==> src/rtl/nonce_scheduler.sv <==
// Nonce sweep sequencer: issues NUM_CORES nonces per cycle to the hashing cores,
// buffers their hit reports per core and drains them round-robin into one write port.

module nonce_hold #(
  parameter int NONCE_W = 32
) (
  input  logic               clk,
  input  logic               rst,
  input  logic               accept,
  input  logic               hit,
  input  logic [NONCE_W-1:0] hit_nonce,
  input  logic               grant,
  output logic               occupied,
  output logic [NONCE_W-1:0] nonce,
  output logic               drop
);

  // A hit landing on the cycle this entry is granted refills it instead of dropping.
  assign drop = accept && hit && occupied && !grant;

  always_ff @(posedge clk) begin
    if (rst) begin
      occupied <= 1'b0;
      nonce    <= '0;
    end else if (accept && hit && (!occupied || grant)) begin
      occupied <= 1'b1;
      nonce    <= hit_nonce;
    end else if (grant) begin
      occupied <= 1'b0;
    end
  end

endmodule

module nonce_scheduler #(
  parameter int NUM_CORES = 3,
  parameter int COUNTBITS = 6,
  parameter int DELAY_C   = 129,
  parameter int NONCE_W   = 32
) (
  input  logic                           clk,
  input  logic                           rst,
  input  logic                           start,
  output logic                           busy,
  output logic                           done,
  output logic                           issue_valid,
  output logic [NUM_CORES*NONCE_W-1:0]   issue_nonce,
  input  logic [NUM_CORES-1:0]           hit_valid,
  input  logic [NUM_CORES*NONCE_W-1:0]   hit_nonce,
  output logic                           wr_en,
  output logic [NONCE_W-1:0]             wr_nonce,
  input  logic                           wr_full,
  output logic                           overflow
);

  localparam int PW = (NUM_CORES > 1) ? $clog2(NUM_CORES) : 1;
  localparam int DW = $clog2(DELAY_C + 1);

  typedef enum logic [1:0] {IDLE, RUN, DRAIN, DONE} state_t;

  state_t                             state;
  logic [COUNTBITS-1:0]               count;
  logic [NONCE_W-1:0]                 base;
  logic [DW-1:0]                      drain_cnt;
  logic [PW-1:0]                      ptr;

  logic [NUM_CORES-1:0]               occ;
  logic [NUM_CORES-1:0]               drop;
  logic [NUM_CORES-1:0]               grant;
  logic [NUM_CORES-1:0][NONCE_W-1:0]  hold_nonce;
  logic [NUM_CORES-1:0][NONCE_W-1:0]  hit_lane;

  logic                               accept;
  logic                               any_occ;
  logic                               can_grant;
  logic                               start_ok;
  logic                               found;
  logic [PW-1:0]                      gnt_idx;
  logic [PW-1:0]                      ptr_next;

  assign hit_lane  = hit_nonce;
  assign accept    = (state != IDLE);
  assign any_occ   = |occ;
  assign can_grant = !wr_full && any_occ;
  assign start_ok  = start && (state == IDLE || state == DONE);
  assign ptr_next  = (gnt_idx == PW'(NUM_CORES - 1)) ? '0 : gnt_idx + 1'b1;

  // Round-robin search: first occupied hold at or above ptr, wrapping.
  always_comb begin
    int            idx;
    logic [PW-1:0] idx_p;
    gnt_idx = '0;
    found   = 1'b0;
    idx     = 0;
    idx_p   = '0;
    for (int k = 0; k < NUM_CORES; k++) begin
      idx = int'(ptr) + k;
      if (idx >= NUM_CORES) idx = idx - NUM_CORES;
      idx_p = PW'(idx);
      if (!found && occ[idx_p]) begin
        found   = 1'b1;
        gnt_idx = idx_p;
      end
    end
  end

  for (genvar i = 0; i < NUM_CORES; i++) begin : g_core
    assign grant[i] = can_grant && (gnt_idx == PW'(i));

    nonce_hold #(.NONCE_W(NONCE_W)) u_hold (
      .clk       (clk),
      .rst       (rst),
      .accept    (accept),
      .hit       (hit_valid[i]),
      .hit_nonce (hit_lane[i]),
      .grant     (grant[i]),
      .occupied  (occ[i]),
      .nonce     (hold_nonce[i]),
      .drop      (drop[i])
    );
  end

  always_ff @(posedge clk) begin
    if (rst) begin
      state       <= IDLE;
      count       <= '0;
      base        <= '0;
      drain_cnt   <= '0;
      ptr         <= '0;
      busy        <= 1'b0;
      done        <= 1'b0;
      issue_valid <= 1'b0;
      issue_nonce <= '0;
      wr_en       <= 1'b0;
      wr_nonce    <= '0;
      overflow    <= 1'b0;
    end else begin
      wr_en <= can_grant;
      if (can_grant) begin
        wr_nonce <= hold_nonce[gnt_idx];
        ptr      <= ptr_next;
      end

      // A drop in the same cycle as a restart still gets reported.
      if (start_ok) overflow <= 1'b0;
      if (|drop)    overflow <= 1'b1;

      issue_valid <= 1'b0;

      case (state)
        IDLE, DONE: begin
          if (start) begin
            state <= RUN;
            busy  <= 1'b1;
            done  <= 1'b0;
            count <= '0;
            base  <= '0;
          end
        end
        RUN: begin
          if (!any_occ) begin
            issue_valid <= 1'b1;
            for (int i = 0; i < NUM_CORES; i++)
              issue_nonce[i*NONCE_W +: NONCE_W] <= base + NONCE_W'(i);
            base  <= base + NONCE_W'(NUM_CORES);
            count <= count + 1'b1;
            if (&count) begin
              state     <= DRAIN;
              drain_cnt <= DW'(DELAY_C);
            end
          end
        end
        DRAIN: begin
          if (drain_cnt == '0 && !any_occ && hit_valid == '0) begin
            state <= DONE;
            busy  <= 1'b0;
            done  <= 1'b1;
          end else if (drain_cnt != '0) begin
            drain_cnt <= drain_cnt - 1'b1;
          end
        end
        default: state <= IDLE;
      endcase
    end
  end

endmodule

==> config.mk <==
export PLATFORM = sky130hd
export DESIGN_NAME = nonce_scheduler
export DESIGN_NICKNAME = d
export VERILOG_FILES = /design/src/rtl/nonce_scheduler.sv
export SDC_FILE = /design/constraint.sdc
export NUM_CORES = 1
export LEC_CHECK = 0
export ABC_CLOCK_PERIOD_IN_PS = 4730
export CORE_MARGIN = 3
export CORE_UTILIZATION = 57
export CTS_CLUSTER_SIZE = 8
export DETAILED_ROUTE_END_ITERATION = 10
export GPL_TIMING_DRIVEN = 0
export PLACE_DENSITY = 0.91
export SYNTH_ARGS = -nofsm -noshare
export SYNTH_HDL_FRONTEND = slang
export SYNTH_SLANG_ARGS = --single-unit
export TNS_END_PERCENT = 100
==> constraint.sdc <==
create_clock -name clk -period 4.73 [get_ports clk]
set_input_delay 1.1825 -clock clk [delete_from_list [all_inputs] [get_ports clk]]
set_output_delay 1.1825 -clock clk [all_outputs]
set_load 0.005 [all_outputs]
# Word-level counts from Yosys, hierarchy flattened

Index checks and enable logic that the tools add are counted.

Add/sub/neg operators: 11
Bitwise operators: 2
Equal/unequal tests: 11
Reductions and logical operators: 58
Order comparisons: 7
Multiplexer cells: 48

Operators by type and width:

| operator                                             | count |
|---|---|
| 2-to-1 mux 32 bit                                    | 3 |
| adder 32 x 2 -> 32 bit (second input constant)       | 2 |
| binary-select mux 32 bit (select 2 bit)              | 1 |
| case mux 32 bit (2 select lines)                     | 1 |
| adder 32 x 1 -> 32 bit (second input constant)       | 1 |
| 2-to-1 mux 8 bit                                     | 4 |
| 2-to-1 mux 2 bit                                     | 11 |
| logical AND 1 bit                                    | 21 |
| 2-to-1 mux 1 bit                                     | 18 |
| case mux 8 bit (2 select lines)                      | 1 |
| nonzero test 2 bit                                   | 8 |
| < comparator 2 x 3 -> 1 bit (second input constant)  | 4 |
| 2-to-1 mux 6 bit                                     | 2 |
| != test 2 bit (second input constant)                | 6 |
| case mux 6 bit (2 select lines)                      | 1 |
| zero test 1 bit                                      | 10 |
| zero test 8 bit                                      | 1 |
| nonzero test 8 bit                                   | 1 |
| subtractor 8 x 1 -> 8 bit (second input constant)    | 1 |
| adder 6 x 1 -> 6 bit (second input constant)         | 1 |
| binary-select mux 1 bit (select 2 bit)               | 3 |
| == test 2 bit (second input constant)                | 3 |
| >= comparator 3 x 2 -> 1 bit (second input constant) | 2 |
| case mux 2 bit (3 select lines)                      | 1 |
| other kinds (18)                                     | 30 |

Input bits: 103
Output and inout bits: 133
Logic and storage cells: 155
Register bits: 282

# Longest topological paths before layout

Gate-level depths: netlist (run 1).

Word-level depth: 17
Mapped depth: 11
Gate-level depth less buffers: 8

# Modules after synthesis

A second synthesis (run 1) with hierarchy kept.

Cells, all modules: 1626
Area, all modules: 13943.4 um2

Modules (own cells, without submodules):

| module          | cells an instance | instances | sequential area each (um2) | area each (um2) |
|---|---|---|---|---|
| nonce_scheduler | 1191              | 1         | 3643.5                     | 9360.2 |
| nonce_hold      | 145               | 3         | 660.6                      | 1527.7 |

# Least setup slack after synthesis (run 1)

OpenSTA, ideal clock, no wires.

Kind: input to register
Start: in start
End: reg base[27]
Arrival: 2.559 ns
Stages: 7
Data required time: 4.602 ns
Setup time: 0.128 ns
Buffers on the path: 1
Setup slack: 2.044 ns
Cells stage by stage: mux2i_1 -> or4b_1 -> clkbuf_1 -> nor2_1 -> nand3_1 -> xor2_1 -> nor2_1

Cells in the longest elaborated chain, start to end: 2

RTL lines:

| what                                 | RTL line | text |
|---|---|---|
| from (decl)                          | 43       | `input logic start,` |
| != test 2 bit (no source line)       | n/a      |  |
| AND reduction 3 bit (no source line) | n/a      |  |
| to (signal assigned)                 | 165      | `base <= base + NONCE_W'(NUM_CORES);` |
| to (decl)                            | 63       | `logic [NONCE_W-1:0] base;` |

No other way between the ends.
A chain may end at the register's enable or synchronous reset.

# Final worst setup path (run 1)

Start: reg base[0]
End: reg base[18]

Cells in the longest elaborated chain, start to end: 3

RTL lines:

| what                             | RTL line | text |
|---|---|---|
| adder 32 x 2 -> 32 bit           | 165      |  |
| 2-to-1 mux 32 bit                | 161      | `if (!any_occ) begin` |
| case mux 32 bit (2 select lines) | 150      | `case (state)` |

No other way between the ends. The select of a mux whose other input is x is not followed.

==> results.md, run 1 <==
- Outcome: finished, final reports clean
- Grt total ovfl: 0
- Worst hold-check path type: reg2reg
- Smallest hold slack: 0.457 ns
- Flop2flop setup slack: 1.32 ns
- Slowest stage delay, CP: ~0.79 ns
- GRT Total Usage: 0.298
- Share of synthesized registers carrying an async set or reset: 0
- Vias/cell: 5.75
- Cts bufs inserted: 41
- Max-cap viol count: 0
- Final setup viols: 0
- Post-synth top flop: dfxtp_1
- CP endpoint kind: register
- Top cell type by total area after synthesis: dfxtp_1
- Vias in the first global route: around 12000
- Clock share of power: 0.266
- Final hold viol count: 0
- Worst slew margin: 0.397
- Final design area excluding fillers: 17300 um2
- Req. time, crit path: 5.12 ns
- Hold_buf cts: 0
- Area contributors post-synth: dfxtp_1 42%, mux2i_1 10%, nand2b_1 9.4%
- #FFs+latches synth: roughly 280
- Top-area cell type share of the netlist area: 0.418
- Setup TNS: 0 ns
- Clock Sinks: around 280
- Max stage delay cell, worst path: nor3b_1
- Skew final: between 0.009 and 0.01 ns
- Layout area overhead: 28.2%
- Setup crit start kind: register
- Post-CTS Setup Inserts: 0
- Switching share of power: 0.350
- Pint: ~6.1 mW
- H-tree Lvls: 2
- Nets@finish: 1937
- Sequential group share of total power: 0.346
- Clk buf depth: 3
- Top cells by count, synth: 281 x dfxtp_1, 202 x nand2b_1, 158 x nand2_1
- Avg WL per Cell: about 18 um
- Sequential element share of the synthesized area: 0.418
- Antenna Nets Post-Route: 0
- Port Buffers: around 240
- Syn_nets: 1659
- Comb pwr share: 0.388
- Cell with the most instances after synthesis: dfxtp_1
- Via count: about 12000
- Peak supply drop: 0.000257 V
- Core area: 22900 um2
- First-pass GRT wire length: 62900 um
- Top-Level Pins: 236
- Starting Density: 0.588
- Net switching power: ~3.3 mW
- Netlist cell types: a little under 60
- Tmin final: 3.41 ns
- CTS tree: built
- Worst Max-Slew Pin Slew: 0.898 ns
- Largest net degree at the start of global routing: 11
- Die area: 25500 um2
- # resized after CTS: 0
- Count of pins over their slew limit: 0
- RSZ-0062 raised after global routing: no
- Gpl congestion: 0.923
- Crit path max fanout: 10
- DR iter-0 viols: 889
- Cell Area, Synth: 13500 um2
- R2r startpoint: base[0]
- RR Endpoint: base[18]
- Post-layout utilization of the core: 0.753
- Fin crit share: 0.722
- Die height: 160 um
- CTS Root Cell: clkbuf_16
- Cell Pwr Density: about 540 nW/um2
- Initial antenna violation count: 0
- Total power: ~9.4 mW
- Arr. time, crit path: approximately 3.8 ns
- P_leak: between 6 and 7 nW
- Residual DRC: 0
- Yosys Warn Count: 0
- Cell Rows: 55
- Crit path launch: base[0]
- Final WL: 39200 um
- Post-synth EDFFs: 0
- Clock slew at reported path FFs: 0.05 ns
- Worst-skew pair later-pin latency: around 0.51 ns
- Syn Inst Count: 1541
- Share of layout cells above drive strength 1: 0.0439
- Cell Area, Placed: around 16000 um2
- Antenna diodes: 0
- Worst Setup Path Type: reg2reg
- Peak Freq: just under 300 MHz
- Die Wd: 160 um
- DRT Pass-1 Iters: 5
- Syn avg cell area: 8.74 um2
- Critical path, cell by cell: clkbuf_1 -> inv_1 -> ha_1 -> nor4b_2 -> nor3b_1 -> nand2_1 -> xnor2_1 -> nor2_1
- End point of the critical path: base[18]
- Worst R2R Path Depth: 8
- Hpwl dp: 28900 um
power groups by stage:
| stage | logic, mW | clock network [mW] | registers [mW] |
|---|---|---|---|
| after global placement | 3.43 | 0 | 3.25 |
| after global routing | 3.94 | 2.62 | 3.30 |
| after detailed placement | 3.56 | 0 | 3.27 |
| after floorplan | 2.31 | 0 | 3.20 |
| final | 3.65 | 2.50 | 3.26 |
| after CTS | 3.62 | 2.51 | 3.24 |
per-stage QoR:
step | setup WS (ns) | cells
final | 1.32 | 2134
after global routing | 1.15 | 2134
after CTS | 1.37 | 2134
after detailed placement | 0.937 | 2089
after global placement | 1.01 | 2089
after floorplan | 2.04 | 1541
per-layer routing:
| layer | global-route usage | share of wire | up-vias |
|---|---|---|---|
| li1 | - | - | 5762 |
| met1 | 0.356 | 0.39 | 5741 |
| met2 | 0.525 | 0.49 | 633 |
| met3 | 0.0475 | 0.076 | 126 |
| met4 | 0.141 | 0.045 | 0 |
| met5 | 0 | 0 | - |
how the worst min path moves through the flow:
stage | startpoint | to | depth (start not counted)
after global placement | wr_nonce[3] | wr_nonce[3] | 2
after global routing | issue_nonce[29] | issue_nonce[29] | 2
after detailed placement | wr_nonce[3] | wr_nonce[3] | 2
after CTS | issue_nonce[30] | issue_nonce[30] | 2
after floorplan | g_core[0].u_hold.nonce[0] | g_core[0].u_hold.nonce[0] | 2
final | wr_nonce[3] | wr_nonce[3] | 2
sequential cells by signal (all words and copies together), names as in the netlist, 2 cells and up:
register / cells
g_core.u_hold.nonce: 96
base: 32
count: 6
drain_cnt: 8
ptr: 2
state: 2
g_core.u_hold.occupied: 3
wr_nonce: 32
issue_nonce: 95
cell families (layout without fill, tap and decap cells):
| family | after synthesis | count (layout) | share of synthesized area |
|---|---|---|---|
| flops | 281 | 281 | 0.418 |
| fa+ha+maj | 15 | 15 | 0.0139 |
| simple gates | 651 | 651 | 0.249 |
| xor+xnor | 88 | 88 | 0.0572 |
| mux | 135 | 135 | 0.100 |
| compound gates | 224 | 224 | 0.114 |
| buf+inv | 147 | 427 | 0.0477 |
area by class of cell:
| class | count | area, um2 |
|---|---|---|
| Buffer | 131 | 582 |
| Multi-Input combinational cell | 1113 | 7200 |
| Inverter | 16 | 60.1 |
| Fill cell | 1547 | 5650 |
| Sequential cell | 281 | 5630 |
| Clock inverter | 3 | 26.3 |
| Clock buffer | 42 | 1030 |
| Tap cell | 313 | 392 |
| Timing Repair Buffer | 235 | 2350 |
critical path: cells and delay by family, from the launching register on:
| family | cells | cell delay (ns) |
|---|---|---|
| xor gates and xnor gates | 1 | 0.20 |
| adders and majority gates | 1 | 0.26 |
| buffers and inverters | 2 | 0.69 |
| DFF | 1 | 0.58 |
| and+or+nand+nor | 4 | 1.55 |
placed cells by master (no fill, tap or decap), types with 9 or more instances in the layout:
master           synthesis  routed
a211oi_1                55      55
a21oi_1                 54      54
a2bb2oi_1               19      19
and2_1                  22      22
buf_2                    9       9
clkbuf_1               106     107
clkbuf_16                0      41
clkdlybuf4s50_1          0     235
dfxtp_1                281     281
ha_1                    15      15
inv_1                   16      16
mux2i_1                134     134
nand2_1                158     158
nand2b_1               202     202
nand3_1                 26      26
nand3b_1                27      27
nand4_1                 19      19
nor2_1                 133     133
nor3_1                  13      13
o21ai_0                 42      42
o22ai_1                 19      19
or3_1                   16      16
xnor2_1                 30      30
xor2_1                  58      58
Power figures use the tool's default switching activity.
==> run 2: changes to the inputs <==
--- a/config.mk
+++ b/config.mk
@@ -5,13 +5,13 @@
 export SDC_FILE = /design/constraint.sdc
 export NUM_CORES = 1
 export LEC_CHECK = 0
-export ABC_CLOCK_PERIOD_IN_PS = 4730
+export ABC_CLOCK_PERIOD_IN_PS = 3300
 export CORE_MARGIN = 3
-export CORE_UTILIZATION = 57
+export CORE_UTILIZATION = 53
 export CTS_CLUSTER_SIZE = 8
 export DETAILED_ROUTE_END_ITERATION = 10
 export GPL_TIMING_DRIVEN = 0
-export PLACE_DENSITY = 0.91
+export PLACE_DENSITY = 0.86
 export SYNTH_ARGS = -nofsm -noshare
 export SYNTH_HDL_FRONTEND = slang
 export SYNTH_SLANG_ARGS = --single-unit
==> constraint.sdc (replaced) <==
create_clock -name clk -period 3.3 [get_ports clk]
set_input_delay 0.825 -clock clk [delete_from_list [all_inputs] [get_ports clk]]
set_output_delay 0.825 -clock clk [all_outputs]
set_load 0.005 [all_outputs]
==> run 2 against run 1 <==
Compared with the run above:
- core utilization decreased by 4.9 points
- sequential cell count stayed put
- fmax up 9.5%
- first-iteration DRC count rose by 2.8%
- critical path depth increased by 3
- power grew 44%
- register-to-register slack worse by 1.1 ns
- final area increased by 0.70%
- critical endpoint is now wr_nonce[26]
- largest cell class unchanged
- largest power group unchanged
==> results.md, run 2 (synthesis gave the netlist of run 1 again) <==
- Vias/cell: 5.56 (-3.3%)
- Cts bufs inserted: 41 (unchanged)
- Final WL: 38400 um (-2.3%)
- Top flop regs: g_core.u_hold.nonce x96, issue_nonce x95
- Die height: 165 um (+3.6%)
- Residual DRC: 0 (unchanged)
- Antenna diodes: 0 (unchanged)
- Port Buffers: 235 (unchanged)
- Family with the most delay on the worst path: buffers and inverters
- Outcome: finished, final reports clean
- Worst slew margin: 0.430 (+0.0337)
- Worst Max-Slew Pin Slew: 0.848 ns (-0.0501 ns)
- Max reg flops: 96 (unchanged)
- Most common cell after layout, fill and taps aside: dfxtp_1
- Die area: 27400 um2 (+7.3%)
- Hold_buf cts: 0 (unchanged)
- Global route hottest layer: met2
- Reg with most FFs: g_core.u_hold.nonce
- Peak Freq: 321 MHz (+9.5%)
- Via count: 12000 (-2.5%)
- Clk buf depth: 3 (unchanged)
- GRT Total Usage: 0.273 (-0.0255)
- Met3 usage: 0.0392 (-0.00831)
- CTS tree: built
- Die Wd: 165 um (+3.6%)
- Avg WL per Cell: 17.8 um (-3.0%)
- CP endpoint kind: register
- Worst Path Buf+Inv: 4 (+2)
- Worst hold-check path type: reg2reg
- DRT Pass-1 Iters: 6 (+1)
- RSZ-0062 raised after global routing: no
- Worst-skew pair later-pin latency: 0.53 ns (+0.02 ns)
- Final setup viols: 0 (unchanged)
- H-tree Lvls: 2 (unchanged)
- Slowest stage delay, CP: 0.41 ns (-0.38 ns)
- Final non-filler cell total: 2151 (+0.80%)
- Req. time, crit path: 3.73 ns (-1.39 ns)
- Initial antenna violation count: 0 (unchanged)
- Tmin final: 3.12 ns (-0.296 ns)
- Worst path most repeated cell: buf_2
- Met2 GRT Util: 0.489 (-0.0364)
- Share of layout cells above drive strength 1: 0.0498 (+0.00588)
- Max-cap viol count: 0 (unchanged)
- Vias in the first global route: 11700 (-5.2%)
- Clock slew at reported path FFs: 0.05 ns (about the same)
- Antenna Nets Post-Route: 0 (unchanged)
- Core area: 24700 um2 (+7.7%)
- Setup crit start kind: register
- Clock Sinks: 281 (unchanged)
- Post-layout utilization of the core: 0.705 (-0.0489)
- Cell Pwr Density: 779 nW/um2 (+43%)
- Nets@finish: 1942 (+0.26%)
- Fin crit share: 0.945 (+0.223)
- Total power: 13.5 mW (+44%)
- Commonest non-fill, non-tap cells in the layout: 281 x dfxtp_1, 235 x clkdlybuf4s50_1, 202 x nand2b_1
- Max stage delay cell, worst path: ha_2
- CTS Root Cell: clkbuf_16
- Cell Rows: 57 (+3.6%)
- P_leak: 6.07 nW (+0.80%)
- DR iter-0 viols: 914 (+2.8%)
- Skew final: 0.0202 ns (+0.0107 ns)
- Setup TNS: 0 ns (unchanged)
- Gpl congestion: 0.926 (+0.31%)
- Crit path max fanout: 10 (unchanged)
- Cell count after placement: 2100 (+0.53%)
- Largest net degree at the start of global routing: 12 (+1)
- Starting Density: 0.546 (-0.0419)
- Count of pins over their slew limit: 0 (unchanged)
- Final hold viol count: 0 (unchanged)
- Critical path, cell by cell: inv_1 -> ha_2 -> mux2i_1 -> a2bb2oi_2 -> a2111o_1 -> buf_2 -> nand2_2 -> or3_1 -> buf_2 -> buf_2 -> o22ai_1
- Layout area overhead: 29.1%
- Hpwl dp: 28700 um (-0.52%)
- GR Util met1: 0.334 (-0.0217)
- Top-Level Pins: 236 (unchanged)
- Arr. time, crit path: 3.55 ns (-0.25 ns)
- Worst Setup Path Type: reg2reg
- Grt total ovfl: 0 (unchanged)
- Peak supply drop: 0.000402 V (+57%)
- First-pass GRT wire length: 60000 um (-4.7%)
==> run 2: what timing repair did <==
item,4_1_cts,5_1_grt
setup buffers,0,5
endpoints found under the setup margin,0,88
resized for setup,0,8
==> run 2: per-layer routing <==
layer  vias to the layer above  wire (um)
met3                        99       2690
met2                       513      18700
li1                       5787          -
met1                      5551      15700
met4                         0       1330
met5                         -          0
==> run 2: final cells by class <==
cell class,count,area (um2)
Timing Repair Buffer,240,2410
Clock inverter,4,46.3
Tap cell,324,405
Inverter,16,60.1
Fill cell,1838,7290
Buffer,131,591
Clock buffer,42,1030
Multi-Input combinational cell,1113,7210
Sequential cell,281,5630
==> run 2: worst paths after layout <==
path	start	endpoint	slack [ns]	cells after the start
worst max-delay path	ptr[0]	wr_nonce[26]	0.18	11
worst min register to register	issue_nonce[20]	issue_nonce[20]	0.45	2
worst min-delay path	issue_nonce[20]	issue_nonce[20]	0.45	2
worst max register to register	ptr[0]	wr_nonce[26]	0.18	11
==> run 2: worst reg2reg max path, delay by kind of cell (launching register included) <==
kind                       cells  cell delay [ns]
DFF                            1             0.39
and+or+nand+nor                2             0.52
AOI/OAI and AO/OA              3             0.71
muxes                          1             0.24
adders and majority gates      1             0.41
buffers and inverters          4             0.78
==> run 2: through the flow <==
step	hold WS [ns]	cell area (um2)	setup slack, ns
after floorplan	0.443	13500	0.617
after global placement	0.442	16200	-0.164
after detailed placement	0.447	16200	-0.224
after CTS	0.454	17300	0.00304
after global routing	0.466	17400	0.0335
final	0.454	17400	0.182
==> run 2: where the power goes <==
part,internal (mW),switching [mW],total (mW),leakage [nW]
combinational,2.50,2.76,5.26,3.26
clock,2.20,1.43,3.63,0.529
sequential,4.15,0.505,4.66,2.29
total,8.86,4.69,13.5,6.07
